File: src/rtl/jtcop_snd_pkg.sv
// jtcop_snd_pkg: shared FSM state encoding and default SDRAM word offsets for the sound ROM arbiter.
package jtcop_snd_pkg;
  typedef logic [1:0] st_t;
  localparam st_t IDLE = 2'd0, REQ = 2'd1, WAIT = 2'd2;
  localparam logic [21:0] SND_OFFSET_DEF = 22'h0;
  localparam logic [21:0] PCM_OFFSET_DEF = 22'h10000;
endpackage

File: src/rtl/jtcop_sndrom_slot.sv
// jtcop_sndrom_slot: one-word cache for a single requester with tag compare, byte select and registered ok.
module jtcop_sndrom_slot (
  input  logic        clk24,
  input  logic        rst24,
  input  logic        cs,
  input  logic        sel,
  input  logic [21:0] waddr,
  input  logic        fill,
  input  logic [21:0] fill_addr,
  input  logic [15:0] fill_data,
  output logic        hit,
  output logic [7:0]  data,
  output logic        ok
);
  logic        valid;
  logic [21:0] tag;
  logic [15:0] word;
  assign hit = valid && tag == waddr;
  always_ff @(posedge clk24 or posedge rst24)
    if (rst24) begin
      valid <= 1'b0;
      tag   <= '0;
      word  <= '0;
      data  <= '0;
      ok    <= 1'b0;
    end else begin
      if (fill) begin
        valid <= 1'b1;
        tag   <= fill_addr;
        word  <= fill_data;
      end
      ok   <= cs && hit;
      data <= sel ? word[15:8] : word[7:0];
    end
endmodule

File: src/rtl/jtcop_sndrom_arb.sv
// jtcop_sndrom_arb: arbitrates sound CPU and ADPCM ROM reads onto one SDRAM bank.
// Define JTCOP_SNDROM_RR_EN for round-robin tie breaking; otherwise the sound CPU wins ties.
module jtcop_sndrom_arb
  import jtcop_snd_pkg::*;
#(
  parameter logic [21:0] SND_OFFSET = SND_OFFSET_DEF,
  parameter logic [21:0] PCM_OFFSET = PCM_OFFSET_DEF
) (
  input  logic        clk24,
  input  logic        rst24,
  input  logic        snd_cs,
  input  logic        snd_bank,
  input  logic [15:0] snd_addr,
  output logic [7:0]  snd_data,
  output logic        snd_ok,
  input  logic        adpcm_cs,
  input  logic [17:0] adpcm_addr,
  output logic [7:0]  adpcm_data,
  output logic        adpcm_ok,
  output logic [21:0] ba_addr,
  output logic        ba_rd,
  input  logic        ba_ack,
  input  logic        ba_rdy,
  input  logic [15:0] data_read
);
  st_t         st;
  logic        win, pick, done, snd_hit, pcm_hit, snd_pend, pcm_pend;
  logic [21:0] snd_wa, pcm_wa;
  assign snd_wa   = SND_OFFSET + {5'd0, snd_bank, snd_addr[15:1]};
  assign pcm_wa   = PCM_OFFSET + {5'd0, adpcm_addr[17:1]};
  assign snd_pend = snd_cs && !snd_hit;
  assign pcm_pend = adpcm_cs && !pcm_hit;
  assign done     = (st == REQ && ba_ack && ba_rdy) || (st == WAIT && ba_rdy);
`ifdef JTCOP_SNDROM_RR_EN
  logic prio_pcm;
  assign pick = pcm_pend && (!snd_pend || prio_pcm);
`else
  assign pick = pcm_pend && !snd_pend;
`endif
  always_ff @(posedge clk24 or posedge rst24)
    if (rst24) begin
      st      <= IDLE;
      ba_rd   <= 1'b0;
      ba_addr <= '0;
      win     <= 1'b0;
`ifdef JTCOP_SNDROM_RR_EN
      prio_pcm <= 1'b0;
`endif
    end else if (st == IDLE) begin
      if (snd_pend || pcm_pend) begin
        ba_addr <= pick ? pcm_wa : snd_wa;
        ba_rd   <= 1'b1;
        win     <= pick;
        st      <= REQ;
`ifdef JTCOP_SNDROM_RR_EN
        prio_pcm <= !pick;
`endif
      end
    end else if (st == REQ) begin
      if (ba_ack) begin
        ba_rd <= 1'b0;
        st    <= ba_rdy ? IDLE : WAIT;
      end
    end else
      st <= (st == WAIT && !ba_rdy) ? WAIT : IDLE;
  jtcop_sndrom_slot u_snd (
    .clk24(clk24), .rst24(rst24), .cs(snd_cs), .sel(snd_addr[0]), .waddr(snd_wa),
    .fill(done && !win), .fill_addr(ba_addr), .fill_data(data_read),
    .hit(snd_hit), .data(snd_data), .ok(snd_ok)
  );
  jtcop_sndrom_slot u_pcm (
    .clk24(clk24), .rst24(rst24), .cs(adpcm_cs), .sel(adpcm_addr[0]), .waddr(pcm_wa),
    .fill(done && win), .fill_addr(ba_addr), .fill_data(data_read),
    .hit(pcm_hit), .data(adpcm_data), .ok(adpcm_ok)
  );
endmodule

File: config.mk
export PLATFORM = sky130hd
export DESIGN_NAME = jtcop_sndrom_arb
export DESIGN_NICKNAME = d
export VERILOG_FILES = /design/src/rtl/jtcop_snd_pkg.sv /design/src/rtl/jtcop_sndrom_slot.sv /design/src/rtl/jtcop_sndrom_arb.sv
export SDC_FILE = /design/constraint.sdc
export NUM_CORES = 1
export LEC_CHECK = 0
export BUFFER_PORTS_ARGS = -buffer_cell sky130_fd_sc_hd__buf_2
export CAP_MARGIN = 20
export CORE_ASPECT_RATIO = 0.7
export CORE_MARGIN = 2
export CORE_UTILIZATION = 45
export CTS_CLUSTER_SIZE = 28
export DETAILED_ROUTE_END_ITERATION = 10
export GPL_ROUTABILITY_DRIVEN = 0
export PLACE_DENSITY = 0.78
export SYNTH_ARGS = -nofsm -noshare
export SYNTH_HDL_FRONTEND = slang
export SYNTH_SLANG_ARGS = --single-unit
export TNS_END_PERCENT = 5
File: constraint.sdc
create_clock -name clk24 -period 4.59 [get_ports clk24]
set_input_delay 0.918 -clock clk24 [delete_from_list [all_inputs] [get_ports clk24]]
set_output_delay 0.918 -clock clk24 [all_outputs]
set_load 0.005 [all_outputs]
; Word-level counts from Yosys, hierarchy flattened
; Cells that the tools add are included.
[word_totals]
wordCells = 60
register_bits = 122
input_bits = 57
output_inout_bits = 41
[classes]
muxes = 13
reduce_logical = 26
addsub = 1
n_eq_ne = 6
[ops]
columns = cell, n
row1 = equality test 22 x 16 -> 1 bit, 1
row2 = equality test 22 x 18 -> 1 bit, 1
row3 = "adder 17 x 17 -> 18 bit, first input constant", 1
row4 = two-way mux 18 bit, 1
row5 = two-way mux 8 bit, 2
row6 = logical AND 1 bit, 13
row7 = two-way mux 2 bit, 6
row8 = zero test 1 bit, 5
row9 = two-way mux 1 bit, 4
row10 = AND reduction 2 bit, 2
row11 = nonzero test 2 bit, 2
row12 = "inequality test 3 bit, second input constant", 1
row13 = AND reduction 3 bit, 1
row14 = "equality test 2 x 1 -> 1 bit, second input constant", 1
row15 = "equality test 2 bit, second input constant", 1
row16 = zero test 2 bit, 1
row17 = logical OR 1 bit, 2
row18 = "inequality test 2 x 1 -> 1 bit, second input constant", 1

; Logic depth before layout (Yosys ltp)
[depth]
depth_word = 8
ltp_mapped = 8
ltp_nobuf = 6

; Cells and area by module
; Synthesis repeated with hierarchy kept, for this count alone.
[hier_totals]
hier_cells = 352
hier_area_um2 = 5118.7
[by_module_without_submodules]
columns = mod, seq_area_each_um2, cells_per_inst, n_inst, area_per_inst_um2
row1 = jtcop_sndrom_slot, 1201.2, 133, 2, 2025.7
row2 = jtcop_sndrom_arb, 550.5, 86, 1, 1067.3

; Worst setup path before layout
; Ideal clock, no wire load.
[synth_timing]
path_type = in2reg
start = input adpcm_addr[16]
end = register ba_addr[0]
path_buffers = 2
setup_time_ns = 0.111
arrival_ns = 2.609
path_slack_ns = 1.870
stages = 8
required_time_ns = 4.479
path_cell_list = xor2_1 nor4_1 nand4_1 or4_1 buf_2 nor3b_4 buf_8 a222oi_1
[synth_via]
elab_chain_cells = 7
elab_cells_between_ends = 9
cone_classes = add/sub: 1 / eq/ne: 1 / mux: 1 / reduce/logical: 6
[synth_lines]
columns = element, line
row1 = start: declaration, jtcop_sndrom_arb.sv:17  ; input logic [17:0] adpcm_addr,
row2 = adder 17 x 17 -> 18 bit *, jtcop_sndrom_arb.sv:30  ; assign pcm_wa = PCM_OFFSET + {5'd0, adpcm_addr[17:1]};
row3 = equality test 22 x 18 -> 1 bit *, jtcop_sndrom_slot.sv:18  ; assign hit = valid && tag == waddr;
row4 = logical AND 1 bit *, jtcop_sndrom_slot.sv:18
row5 = zero test 1 bit *, jtcop_sndrom_arb.sv:32  ; assign pcm_pend = adpcm_cs && !pcm_hit;
row6 = logical AND 1 bit *, jtcop_sndrom_arb.sv:32
row7 = logical AND 1 bit / logical OR 1 bit (equally long branches), "jtcop_sndrom_arb.sv:38, jtcop_sndrom_arb.sv:50"
row8 = two-way mux 18 bit / AND reduction 2 bit (equally long branches), --
row9 = end signal: assignment, jtcop_sndrom_arb.sv:51  ; ba_addr <= pick ? pcm_wa : snd_wa;
row10 = end: declaration, jtcop_sndrom_arb.sv:20  ; output logic [21:0] ba_addr,
; Mark *: on every way between the ends. The rest lies on a longest branch, timed or not.
; A chain may end at the register's enable or synchronous reset.

; Worst setup path in the final report
[layout_timing]
start = input snd_addr[4]
end = register ba_addr[10]
[layout_via]
elab_chain_cells = 7
elab_cells_between_ends = 9
cone_classes = eq/ne: 1 / mux: 1 / reduce/logical: 7
[layout_lines]
columns = element, line
row1 = start: declaration, jtcop_sndrom_arb.sv:13  ; input logic [15:0] snd_addr,
row2 = equality test 22 x 16 -> 1 bit *, jtcop_sndrom_slot.sv:18
row3 = logical AND 1 bit *, jtcop_sndrom_slot.sv:18
row4 = zero test 1 bit *, jtcop_sndrom_arb.sv:31  ; assign snd_pend = snd_cs && !snd_hit;
row5 = logical AND 1 bit *, jtcop_sndrom_arb.sv:31
row6 = zero test 1 bit, jtcop_sndrom_arb.sv:38  ; assign pick = pcm_pend && !snd_pend;
row7 = logical AND 1 bit, jtcop_sndrom_arb.sv:38
row8 = two-way mux 18 bit, jtcop_sndrom_arb.sv:51
; Marked as above.

==> out/summary.txt <==
OUTCOME
-----------------------------------------------------------------------------------------------
Result of the run ................................................................ finished clean

ROUTE
-----------------------------------------------------------------------------------------------
Via count ........................................................................         3062
Number of detailed-routing iterations run before antenna repair ..................            6
WL final .........................................................................      10.2 mm
Number of vias per cell after detailed routing ...................................         5.09
Routed length per instance .......................................................      16.9 um
First-iteration detailed-routing DRC count .......................................          235
Count of antenna-violating nets left after detailed routing ......................            0
Post-detailed-route DRC marker count .............................................            0

CLOCKING
-----------------------------------------------------------------------------------------------
Number of clock buffers inserted by TritonCTS ....................................            9
Buffers inserted during post-CTS setup optimization ..............................            0
Resize count post-CTS ............................................................            0
Total of hold buffers inserted after clock tree synthesis ........................            0
Later-pin clock latency in the skew report .......................................      0.35 ns
Max clock buf depth ..............................................................            2
Clock sink count .................................................................          110
Level count of the clock H-tree ..................................................            3
Root Driver ...................................................................... sky130_fd_sc_hd__clkbuf_16
TritonCTS clock tree .............................................................          yes
Clock input transition at the sequential cells of the worst setup and hold paths .      0.07 ns

LAYOUT
-----------------------------------------------------------------------------------------------
Ant diodes .......................................................................            0
Share of layout cells above drive strength 1 .....................................        38.3%
Count of non-filler cells in the finished layout .................................          602
Synthesis-to-layout area growth ..................................................        19.3%
Layout filler cell count .........................................................          880
Post-layout net count ............................................................          522

PLACE
-----------------------------------------------------------------------------------------------
PortBufs .........................................................................           93
Half-perimeter wire length after placement .......................................      7.17 mm
DP Cell Count ....................................................................          586

SETUP PATH
-----------------------------------------------------------------------------------------------
Reg2Reg Setup Slack ..............................................................      1.85 ns
Required arrival time at the worst endpoint ......................................      4.75 ns
Critical path startpoint category ................................................    input pin
RR Startpoint .................................................................... u_snd.tag[3]
Largest stage delay on the critical path .........................................      0.63 ns
Type of destination of the critical path .........................................         flop
Worst reg2reg path endpoint ......................................................  ba_addr[10]
Worst-path cell with the longest stage delay ..................................... sky130_fd_sc_hd__nor4_1
R2r worst-path depth .............................................................            7
Sequence of cells on the critical path ........................................... buf_2, xnor2_1, nand4_1, nor4_1, a21oi_1, buf_4, a31oi_4, a222oi_1
Crit Path Category ...............................................................    in -> reg
Signal arrival time at the worst endpoint ........................................      3.17 ns
Largest driver fanout on the critical path .......................................           19

FLOORPLANNING
-----------------------------------------------------------------------------------------------
Number of primary I/O pins .......................................................           98
Starting utilization of the core area ............................................        45.6%
Area of the die .................................................................. 0.0112 sq mm
Width of the die .................................................................       126 um
Core area ........................................................................ 0.0102 sq mm
Rows .............................................................................           31
Vert. Die Dim ....................................................................      89.3 um

TIMING
-----------------------------------------------------------------------------------------------
Max Fclk .........................................................................    0.332 GHz
Unrepaired setup endpoints after global routing ..................................        false
Share of the clock period used by the worst path .................................        65.6%
Final Setup Violations ...........................................................            0
Setup TNS ........................................................................         0 ns
Worst-case clock skew ............................................................   0.00777 ns
Number of pins with negative max-slew slack in the final report ..................            0
Max transition margin ............................................................        41.9%
Period minus WS final ............................................................      3.01 ns
Final number of hold-violating endpoints .........................................            0
Slew at the pin with the worst max-slew slack ....................................     0.871 ns

SYNTH
-----------------------------------------------------------------------------------------------
Mean post-synth cell area ........................................................   12.6 sq um
Share of async-settable or async-resettable flops after synthesis ................         100%
Number of synthesized register bits ..............................................          110
Sequential cell area fraction in the yosys report ................................        58.9%
Area of the mapped netlist ....................................................... 0.00467 sq mm
Number of enable-type register cells in the synthesized netlist ..................            0
Warning count from the yosys run .................................................            0
Cells after synthesis ............................................................          370
Count of distinct cell types in the synthesized netlist ..........................           34
Top flip-flop cell by instance count after synthesis ............................. sky130_fd_sc_hd__dfrtp_1

MIN PATH
-----------------------------------------------------------------------------------------------
Path category of the worst min-delay check .......................................   reg -> reg
Hold Path End ....................................................................  u_snd.valid
Worst min-delay path startpoint ..................................................  u_snd.valid
Hold depth .......................................................................            1

JOB
-----------------------------------------------------------------------------------------------
Number of max-cap violations .....................................................            0

PWR
-----------------------------------------------------------------------------------------------
Peak supply drop .................................................................     0.230 mV
Cell leakage power ...............................................................      2.68 nW
PD cells .........................................................................  611 mW/mm^2

GLOBAL ROUTE
-----------------------------------------------------------------------------------------------
GRT Residual Overflow ............................................................            0
Maximum number of pins on one net before global-route repair .....................           67
Wire length of the first global-routing pass .....................................      16.3 mm
Global router's overall resource usage ...........................................        19.2%
Antenna violations before repair .................................................            0
Vias in the first global route ...................................................         3121

stage by stage:
stage / setup WS, ns / instance area [sq um] / hold slack (ns) / utilization (%) / power [mW]
finish: 1.58 / 5570 / 0.483 / 54.4 / 3.40
global route: 1.40 / 5570 / 0.502 / 54.4 / 3.62
CTS: 1.65 / 5570 / 0.481 / 54.4 / 3.44
detailed placement: 1.32 / 5260 / 0.464 / 51.4 / 2.62
global placement: 1.43 / 5260 / 0.452 / 51.4 / 2.56
floorplan: 0.770 / 4680 / 0.434 / - / 2.26
worst max path at each step:
stage	to	slack, ns	cells past startpoint	start
after floorplan	ba_addr[0]	0.77	1	rst24
after global placement	ba_addr[3]	1.43	7	adpcm_addr[7]
after detailed placement	ba_addr[7]	1.32	8	snd_addr[4]
after CTS	ba_addr[5]	1.65	8	snd_addr[4]
after global routing	ba_addr[15]	1.40	8	snd_addr[4]
final	ba_addr[10]	1.58	8	snd_addr[4]
registers in the layout, summed over array words and instances (netlist names), 2 cells and up:
register    flops
u_snd.data      8
u_pcm.word     16
ba_addr        18
u_pcm.tag      18
u_snd.tag      18
u_pcm.data      8
st              2
u_snd.word     16
layout make-up:
type,count,area [sq um],area share [%]
flip-flops and latches,110,2750,49.4
clock inverters,4,55.1,0.988
well taps,132,165,2.96
multi-input cells,193,1640,29.4
clock buffers,12,256,4.60
inverters,52,198,3.55
repair buffers,99,510,9.16
synthesized netlist by cell type, types with 2 or more instances:
library cell,instances,area share [%]
sky130_fd_sc_hd__clkbuf_1,9,0.72
sky130_fd_sc_hd__xor2_1,7,1.3
sky130_fd_sc_hd__inv_1,52,4.2
sky130_fd_sc_hd__nand4_1,6,0.80
sky130_fd_sc_hd__buf_2,3,0.32
sky130_fd_sc_hd__a211oi_1,2,0.32
sky130_fd_sc_hd__mux2_2,60,14
sky130_fd_sc_hd__nand3_1,2,0.21
sky130_fd_sc_hd__nand2_1,19,1.5
sky130_fd_sc_hd__a222oi_1,16,3.4
sky130_fd_sc_hd__nand3b_1,2,0.32
sky130_fd_sc_hd__mux2_1,8,1.9
sky130_fd_sc_hd__a21oi_1,2,0.21
sky130_fd_sc_hd__buf_4,4,0.64
sky130_fd_sc_hd__dfrtp_1,110,59
sky130_fd_sc_hd__nand2b_1,3,0.40
sky130_fd_sc_hd__xnor2_1,25,4.7
sky130_fd_sc_hd__nor2_1,6,0.48
sky130_fd_sc_hd__nor4_1,2,0.27
sky130_fd_sc_hd__a22o_1,2,0.37
sky130_fd_sc_hd__o21ai_0,17,1.8
power by group:
group,switching [mW],internal [mW],leakage [nW]
sequential,0.251,1.40,1.29
clock,0.344,0.455,0.149
combinational,0.417,0.531,1.24
total,1.01,2.39,2.68
layout by cell type (no fill, tap or decap), types with 3 or more instances in the layout:
cell / count
sky130_fd_sc_hd__dfrtp_1: 110
sky130_fd_sc_hd__buf_2: 93
sky130_fd_sc_hd__mux2_2: 60
sky130_fd_sc_hd__inv_1: 51
sky130_fd_sc_hd__xnor2_1: 25
sky130_fd_sc_hd__nand2_1: 19
sky130_fd_sc_hd__o21ai_0: 17
sky130_fd_sc_hd__a222oi_1: 16
sky130_fd_sc_hd__clkbuf_16: 9
sky130_fd_sc_hd__mux2_1: 8
sky130_fd_sc_hd__xor2_1: 7
sky130_fd_sc_hd__nor2_1: 6
sky130_fd_sc_hd__nand4_1: 6
sky130_fd_sc_hd__buf_4: 6
sky130_fd_sc_hd__conb_1: 4
sky130_fd_sc_hd__nand2b_1: 3
cell families (layout without fill, tap and decap cells):
| family | count (synthesis) | count (layout) | synth area share [%] |
|---|---|---|---|
| AO/OA/AOI/OAI | 43 | 43 | 7.09 |
| buffers and inverters | 70 | 167 | 6.43 |
| AND/OR/NAND/NOR | 46 | 46 | 5.11 |
| other | 1 | 4 | 0.0802 |
| multiplexers | 68 | 68 | 16.4 |
| flip-flops | 110 | 110 | 58.9 |
| XOR/XNOR | 32 | 32 | 6.00 |
critical path: cells and delay by family:
kind	cells	cell delay (ns)
AOI/OAI and AO/OA	3	0.93
and+or+nand+nor	2	0.81
buffers and inverters	2	0.35
xor gates and xnor gates	1	0.16
metal layers:
| metal | track usage (%) | share of wire, % | vias up |
|---|---|---|---|
| met2 | 30.0 | 46 | 83 |
| met3 | 4.67 | 4.8 | 9 |
| met5 | 0 | 0 | - |
| li1 | - | - | 1435 |
| met1 | 26.9 | 48 | 1535 |
| met4 | 6.69 | 1.2 | 0 |
Note: power is estimated with default switching activity, not from simulation.
